--- config.mk ---
export PLATFORM = sky130hd
export DESIGN_NAME = pong_ctrl_flat
export DESIGN_NICKNAME = d
export VERILOG_FILES = /design/src/rtl/pong_pkg.sv /design/src/rtl/pong_ctrl_if.sv /design/src/rtl/pong_ctrl_score_bcd.sv /design/src/rtl/pong_ctrl.sv /design/src/flat_wrapper.sv
export SDC_FILE = /design/constraint.sdc
export NUM_CORES = 1
export LEC_CHECK = 0
export BUFFER_PORTS_ARGS = -buffer_cell sky130_fd_sc_hd__buf_4
export CORE_MARGIN = 2
export CORE_UTILIZATION = 25
export DETAILED_ROUTE_END_ITERATION = 8
export REMOVE_ABC_BUFFERS = 1
export SYNTH_ARGS = -nofsm -noshare
export SYNTH_HDL_FRONTEND = slang
export SYNTH_SLANG_ARGS = --single-unit
--- constraint.sdc ---
create_clock -name clk -period 2 [get_ports clk]
set_clock_uncertainty 0.05 [all_clocks]
set_input_delay 0.1 -clock clk [delete_from_list [all_inputs] [get_ports clk]]
set_output_delay 0.1 -clock clk [all_outputs]
set_load 0.1 [all_outputs]
--- src/rtl/pong_pkg.sv ---
// Shared types and constants for the pong game controller and its text overlay.
package pong_pkg;

  // Game flow states
  typedef enum logic [1:0] {
    ST_NEWGAME = 2'd0,
    ST_PLAY    = 2'd1,
    ST_NEWBALL = 2'd2,
    ST_OVER    = 2'd3
  } state_e;

  // Bit positions inside text_en
  localparam int TXT_SCORE = 3;
  localparam int TXT_LOGO  = 2;
  localparam int TXT_RULE  = 1;
  localparam int TXT_OVER  = 0;

  // Default game parameters: 2 s of frames at 60 Hz, three balls per game
  localparam int TIMER_TICKS_DEF = 120;
  localparam int INIT_BALLS_DEF  = 3;

  // Which overlay regions are shown in each state
  function automatic logic [3:0] text_en_of(input state_e s);
    logic [3:0] t;
    t = '0;
    t[TXT_SCORE] = 1'b1;
    case (s)
      ST_NEWGAME: begin
        t[TXT_LOGO] = 1'b1;
        t[TXT_RULE] = 1'b1;
      end
      ST_OVER:    t[TXT_OVER] = 1'b1;
      default:    ;
    endcase
    return t;
  endfunction

endpackage

--- src/rtl/pong_ctrl_if.sv ---
// Game-event inputs and overlay/graphics outputs of the pong controller.
interface pong_ctrl_if;
  logic       tick;
  logic [1:0] btn;
  logic       hit;
  logic       miss;
  logic [1:0] ball;
  logic [3:0] dig1;
  logic [3:0] dig0;
  logic [3:0] text_en;
  logic       gra_still;

  // Side that produces game events and consumes status
  modport master (
    output tick, btn, hit, miss,
    input  ball, dig1, dig0, text_en, gra_still
  );

  // The controller itself
  modport slave (
    input  tick, btn, hit, miss,
    output ball, dig1, dig0, text_en, gra_still
  );
endinterface

--- src/rtl/pong_ctrl_score_bcd.sv ---
// Two-digit BCD score counter: clear to 00, or increment with 99 wrapping to 00.
module score_bcd (
  input  logic       clk,
  input  logic       reset_n,
  input  logic       clr,
  input  logic       inc,
  output logic [3:0] dig1,
  output logic [3:0] dig0
);

  logic [3:0] dig1_q, dig1_d;
  logic [3:0] dig0_q, dig0_d;

  // Next score: clear wins over increment; units carry into tens at 9
  always_comb begin
    dig1_d = dig1_q;
    dig0_d = dig0_q;
    if (clr) begin
      dig1_d = 4'd0;
      dig0_d = 4'd0;
    end else if (inc) begin
      if (dig0_q == 4'd9) begin
        dig0_d = 4'd0;
        dig1_d = (dig1_q == 4'd9) ? 4'd0 : dig1_q + 4'd1;
      end else begin
        dig0_d = dig0_q + 4'd1;
      end
    end
  end

  // Score registers
  always_ff @(posedge clk) begin
    if (!reset_n) begin
      dig1_q <= 4'd0;
      dig0_q <= 4'd0;
    end else begin
      dig1_q <= dig1_d;
      dig0_q <= dig0_d;
    end
  end

  assign dig1 = dig1_q;
  assign dig0 = dig0_q;

endmodule

--- src/rtl/pong_ctrl.sv ---
// Pong game controller: game flow FSM, ball reserve, frame timer and score.
// All outputs come straight from registers or from a decode of the state
// register, so there is no combinational path from inputs to outputs.
module pong_ctrl
  import pong_pkg::*;
#(
  parameter int TIMER_TICKS = TIMER_TICKS_DEF,
  parameter int INIT_BALLS  = INIT_BALLS_DEF
) (
  input  logic        clk,
  input  logic        reset_n,
  pong_ctrl_if.slave  bus
);

  localparam int              TW         = $clog2(TIMER_TICKS + 1);
  localparam logic [TW-1:0]   TIMER_LOAD = TW'(TIMER_TICKS);
  localparam logic [1:0]      BALLS_FULL = 2'(INIT_BALLS);
  localparam logic [1:0]      BALLS_PLAY = 2'(INIT_BALLS - 1);

  state_e        state_q, state_d;
  logic [TW-1:0] timer_q, timer_d;
  logic [1:0]    ball_q,  ball_d;
  logic          score_clr;
  logic          score_inc;
  logic          any_btn;

  assign any_btn = |bus.btn;

  // Next state, ball reserve, timer and score controls
  always_comb begin
    state_d   = state_q;
    ball_d    = ball_q;
    timer_d   = timer_q;
    score_clr = 1'b0;
    score_inc = 1'b0;

    // Frame countdown; any load below overrides this
    if (bus.tick && (timer_q != '0)) begin
      timer_d = timer_q - TW'(1);
    end

    case (state_q)
      ST_NEWGAME: begin
        if (any_btn) begin
          state_d = ST_PLAY;
          ball_d  = BALLS_PLAY;
        end
      end
      ST_PLAY: begin
        // A hit and a miss in the same cycle both take effect
        score_inc = bus.hit;
        if (bus.miss) begin
          timer_d = TIMER_LOAD;
          if (ball_q == 2'd0) begin
            state_d = ST_OVER;
          end else begin
            state_d = ST_NEWBALL;
            ball_d  = ball_q - 2'd1;
          end
        end
      end
      ST_NEWBALL: begin
        if ((timer_q == '0) && any_btn) begin
          state_d = ST_PLAY;
        end
      end
      ST_OVER: begin
        if (timer_q == '0) begin
          state_d   = ST_NEWGAME;
          ball_d    = BALLS_FULL;
          score_clr = 1'b1;
        end
      end
      default: state_d = ST_NEWGAME;
    endcase
  end

  // State, ball and timer registers; reset overrides every input
  always_ff @(posedge clk) begin
    if (!reset_n) begin
      state_q <= ST_NEWGAME;
      ball_q  <= BALLS_FULL;
      timer_q <= '0;
    end else begin
      state_q <= state_d;
      ball_q  <= ball_d;
      timer_q <= timer_d;
    end
  end

  score_bcd u_score (
    .clk     (clk),
    .reset_n (reset_n),
    .clr     (score_clr),
    .inc     (score_inc),
    .dig1    (bus.dig1),
    .dig0    (bus.dig0)
  );

  assign bus.ball      = ball_q;
  assign bus.text_en   = text_en_of(state_q);
  assign bus.gra_still = (state_q != ST_PLAY);

endmodule
--- src/flat_wrapper.sv ---
// flat-port wrapper written by rule: the top's interface ports become plain ports
module pong_ctrl_flat import pong_pkg::*;
#(
  parameter int TIMER_TICKS = TIMER_TICKS_DEF,
  parameter int INIT_BALLS  = INIT_BALLS_DEF
)
  (clk, reset_n, bus_tick, bus_btn, bus_hit, bus_miss, bus_ball, bus_dig1, bus_dig0, bus_text_en, bus_gra_still);
  pong_ctrl_if bus_i ();
  input  logic clk;
  input  logic reset_n;
  input wire logic [$bits(bus_i.tick)-1:0] bus_tick;
  input wire logic [$bits(bus_i.btn)-1:0] bus_btn;
  input wire logic [$bits(bus_i.hit)-1:0] bus_hit;
  input wire logic [$bits(bus_i.miss)-1:0] bus_miss;
  output wire logic [$bits(bus_i.ball)-1:0] bus_ball;
  output wire logic [$bits(bus_i.dig1)-1:0] bus_dig1;
  output wire logic [$bits(bus_i.dig0)-1:0] bus_dig0;
  output wire logic [$bits(bus_i.text_en)-1:0] bus_text_en;
  output wire logic [$bits(bus_i.gra_still)-1:0] bus_gra_still;
  assign bus_i.tick = bus_tick;
  assign bus_i.btn = bus_btn;
  assign bus_i.hit = bus_hit;
  assign bus_i.miss = bus_miss;
  assign bus_ball = bus_i.ball;
  assign bus_dig1 = bus_i.dig1;
  assign bus_dig0 = bus_i.dig0;
  assign bus_text_en = bus_i.text_en;
  assign bus_gra_still = bus_i.gra_still;
  pong_ctrl #(.TIMER_TICKS(TIMER_TICKS), .INIT_BALLS(INIT_BALLS)) u_core (.clk(clk), .reset_n(reset_n), .bus(bus_i));
endmodule
==> summary.txt <==
Status
  • Status: completed

Timing
  • Clock period minus worst slack: 1.89 ns
  • Hold Vio Cnt, Final: 0
  • Fin crit share: 0.947
  • # setup viols final: 0
  • Achievable Freq: 0.528 GHz
  • Final worst setup slack: 0.107 ns
  • RSZ-0062 raised after global routing: no
  • Slew Viols, Final: 0

Clocking
  • Hold Buf Count CTS: 0
  • H-tree lvl count: 1
  • TritonCTS clock tree: built
  • Post-CTS setup buffer count: 0
  • CTS Buffer Depth: 2
  • Num CTS Buffers: 3
  • CTS Sinks: 19
  • # resized after CTS: 0
  • Clk slew on worst S/H paths: 0.07 ns
  • Root Driver: clkbuf_8
  • Worst skew pair latency: 0.25 ns

Synthesis
  • Adder-cell share of the synthesized area: 0.0373
  • Mapped Area: 1010 µm²
  • Compound-gate portion of the synthesized area: 0.188
  • Largest family of logic cells by synthesized area: simple AND/OR/NAND/NOR gates
  • Dominant synthesized flop cell: dfxtp_1
  • Mapped Cells: 115
  • Synth warn: 0
  • Synth Area in XOR/XNOR: 0.0783
  • Number of synthesized flops with an enable pin: 0
  • Sequential share of the synthesized area: 0.378
  • Async SR Flop Fraction: 0
  • Yosys reg bits: 19
  • Multiplexer area fraction after synthesis: 0.00994
  • Cell variety after synth: 37
  • Synth Area in Simple Gates: 0.242
  • Syn Area/Cell: 8.76 µm²

Power and ir drop
  • Switching share of power: 0.446
  • Logic pwr share: 0.501
  • Cell-internal power: 0.000878 W
  • Clock power share: 0.166
  • P_leak: 0.508 nW
  • Register share of total power: 0.333
  • VDD IR max: 0.610 mV
  • Design Power: 0.00159 W
  • Sw Pwr: 0.000708 W
  • Power Dens Cells: 1290 nW/µm²

Placed design
  • GPL Wtd Cong: 0.789
  • Placed Cells: 181
  • PortBufs: 20
  • Placed instance area: 1190 µm²
  • Setup WS pre-CTS: 0.134 ns
  • Dpl hpwl: 1.64 mm

Min path
  • Hold WC Path Type: in -> reg
  • Hold_sp: reset_n

Cells and area
  • Non-filler cells, final: 185
  • Most common cell after layout, fill and taps aside: buf_4
  • Fin util: 0.312
  • Synth-to-Final Area Change: 22.2%
  • Antenna Cells: 0
  • Final #Nets: 146
  • Commonest cells after routing, fill and taps aside: 20 x buf_4, 19 x dfxtp_1, 13 x nor2_1
  • Layout cells sized above 1: 0.215
  • Final non-filler cell area: 1230 µm²

Floorplan
  • DIE AREA: 4550 µm²
  • Core Region: 3940 µm²
  • Die Wd: 67.5 µm
  • Initial Util: 0.255
  • Die height: 67.5 µm
  • I/O pins: 22
  • Site Rows: 23

Setup path
  • CP max-delay cell: or4_4
  • Worst R2R Setup Slack: 0.11 ns
  • Slowest stage delay, CP: 0.61 ns
  • WP data required: 2.10 ns
  • Worst Path Max Fanout: 9
  • Startpoint types: register
  • Critical setup path kind: reg -> reg
  • Sequence of cells on the critical path: or4_4 -> or2_4 -> xor2_1 -> a2111oi_2
  • Worst R2R Start: u_core.timer_q[3]$_SDFF_PN0_
  • Critical path launch point: u_core.timer_q[3]$_SDFF_PN0_
  • Critical Path Sink Type: register
  • Critical Path AT: 2.00 ns

Detailed routing
  • DRC Markers: 0
  • Avg WL per Cell: 11.6 µm
  • Vias: 842
  • Final WL: 2.14 mm
  • Pre-Repair DR Iteration Count: 4
  • 1st-iter DRT viols: 16
  • Routed vias/inst: 4.55
  • Antenna-violating nets left: 0

Global route
  • Largest net degree at the start of global routing: 11
  • Initial antenna violation count: 0
  • Vias in the first global route: 783
  • First-pass GRT wire length: 3.51 mm
  • Tot GR Track Use: 0.100
  • Grt ovf: 0

Flow run
  • Max cap viols: 0
[sequential cells by signal, summed over array words and instances, names as in the netlist]
register	flops
u_core.bus.ball	2
u_core.state_q	2
u_core.timer_q	7
u_core.u_score.dig0	4
u_core.u_score.dig1	4
[kinds of logic (layout without fill, tap and decap cells)]
group                    count (synthesis)  after routing
multiplexers                             1              1
other                                    1              1
buffers and inverters                   12             32
AO/OA/AOI/OAI                           27             27
flip-flops                              19             19
AND/OR/NAND/NOR                         43             43
XOR/XNOR                                 9              9
adder cells (fa/ha/maj)                  3              3
[stage by stage]
step | hold slack, ns | TNS (ns)
after global placement | 0.308 | 0
after CTS | 0.0396 | 0
after floorplan | 0.159 | -2.31
final | 0.0434 | 0
after global routing | 0.0719 | 0
after detailed placement | 0.310 | 0
[layout make-up]
type | count | area (µm²)
Tap cell | 50 | 62.6
Fill cell | 415 | 2710
Clock buffer | 4 | 45.0
Timing Repair Buffer | 20 | 150
Multi-Input combinational cell | 84 | 563
Inverter | 8 | 30.0
Sequential cell | 19 | 380
[metal layers]
layer | wire (µm) | up-vias | part of all wire | global-route usage
li1 | - | 440 | - | -
met1 | 922 | 387 | 0.43 | 0.116
met2 | 1110 | 15 | 0.52 | 0.180
met3 | 105 | 0 | 0.049 | 0.0383
met4 | 0 | 0 | 0 | 0.00765
met5 | 0 | - | 0 | 0
[critical path: cells and delay by family (launching register included)]
| kind | cells | cell delay [ns] |
|---|---|---|
| simple gates | 2 | 0.91 |
| flops | 1 | 0.34 |
| compound gates | 1 | 0.35 |
| xor+xnor | 1 | 0.16 |
[power by group through the flow]
| stage | sequential [W] | clock [W] | combinational, W |
|---|---|---|---|
| floorplan | 0.000585 | 0 | 0.000591 |
| global placement | 0.000532 | 0 | 0.000788 |
| detailed placement | 0.000536 | 0 | 0.000793 |
| CTS | 0.000528 | 0.000275 | 0.000799 |
| global route | 0.000542 | 0.000287 | 0.000863 |
| finish | 0.000529 | 0.000263 | 0.000794 |
[Yosys cell counts (2+ instances only)]
library cell  count  area [µm²]
a21oi_1           7        35.0
nand2b_1          2        12.5
nor3b_1           2        15.0
o211ai_1          2        15.0
nand2_1           7        26.3
dfxtp_1          19         380
xor2_1            6        52.6
ha_1              3        37.5
nor3_1            3        15.0
xnor2_1           3        26.3
o21ai_0           8        40.0
nor2b_1           5        31.3
inv_1             8        30.0
nor2_1           13        48.8
buf_4             3        22.5
a31oi_1           3        18.8
[worst paths after layout]
path,cells after the start,to
worst min-delay path,2,u_core.bus.ball[1]$_SDFFE_PN1P_
worst max-delay path,4,u_core.state_q[0]$_SDFFE_PN0P_
worst max register to register,4,u_core.state_q[0]$_SDFFE_PN0P_
worst min register to register,2,u_core.u_score.dig1[3]$_SDFFE_PP0P_
Note: power is estimated with default switching activity, not from simulation.
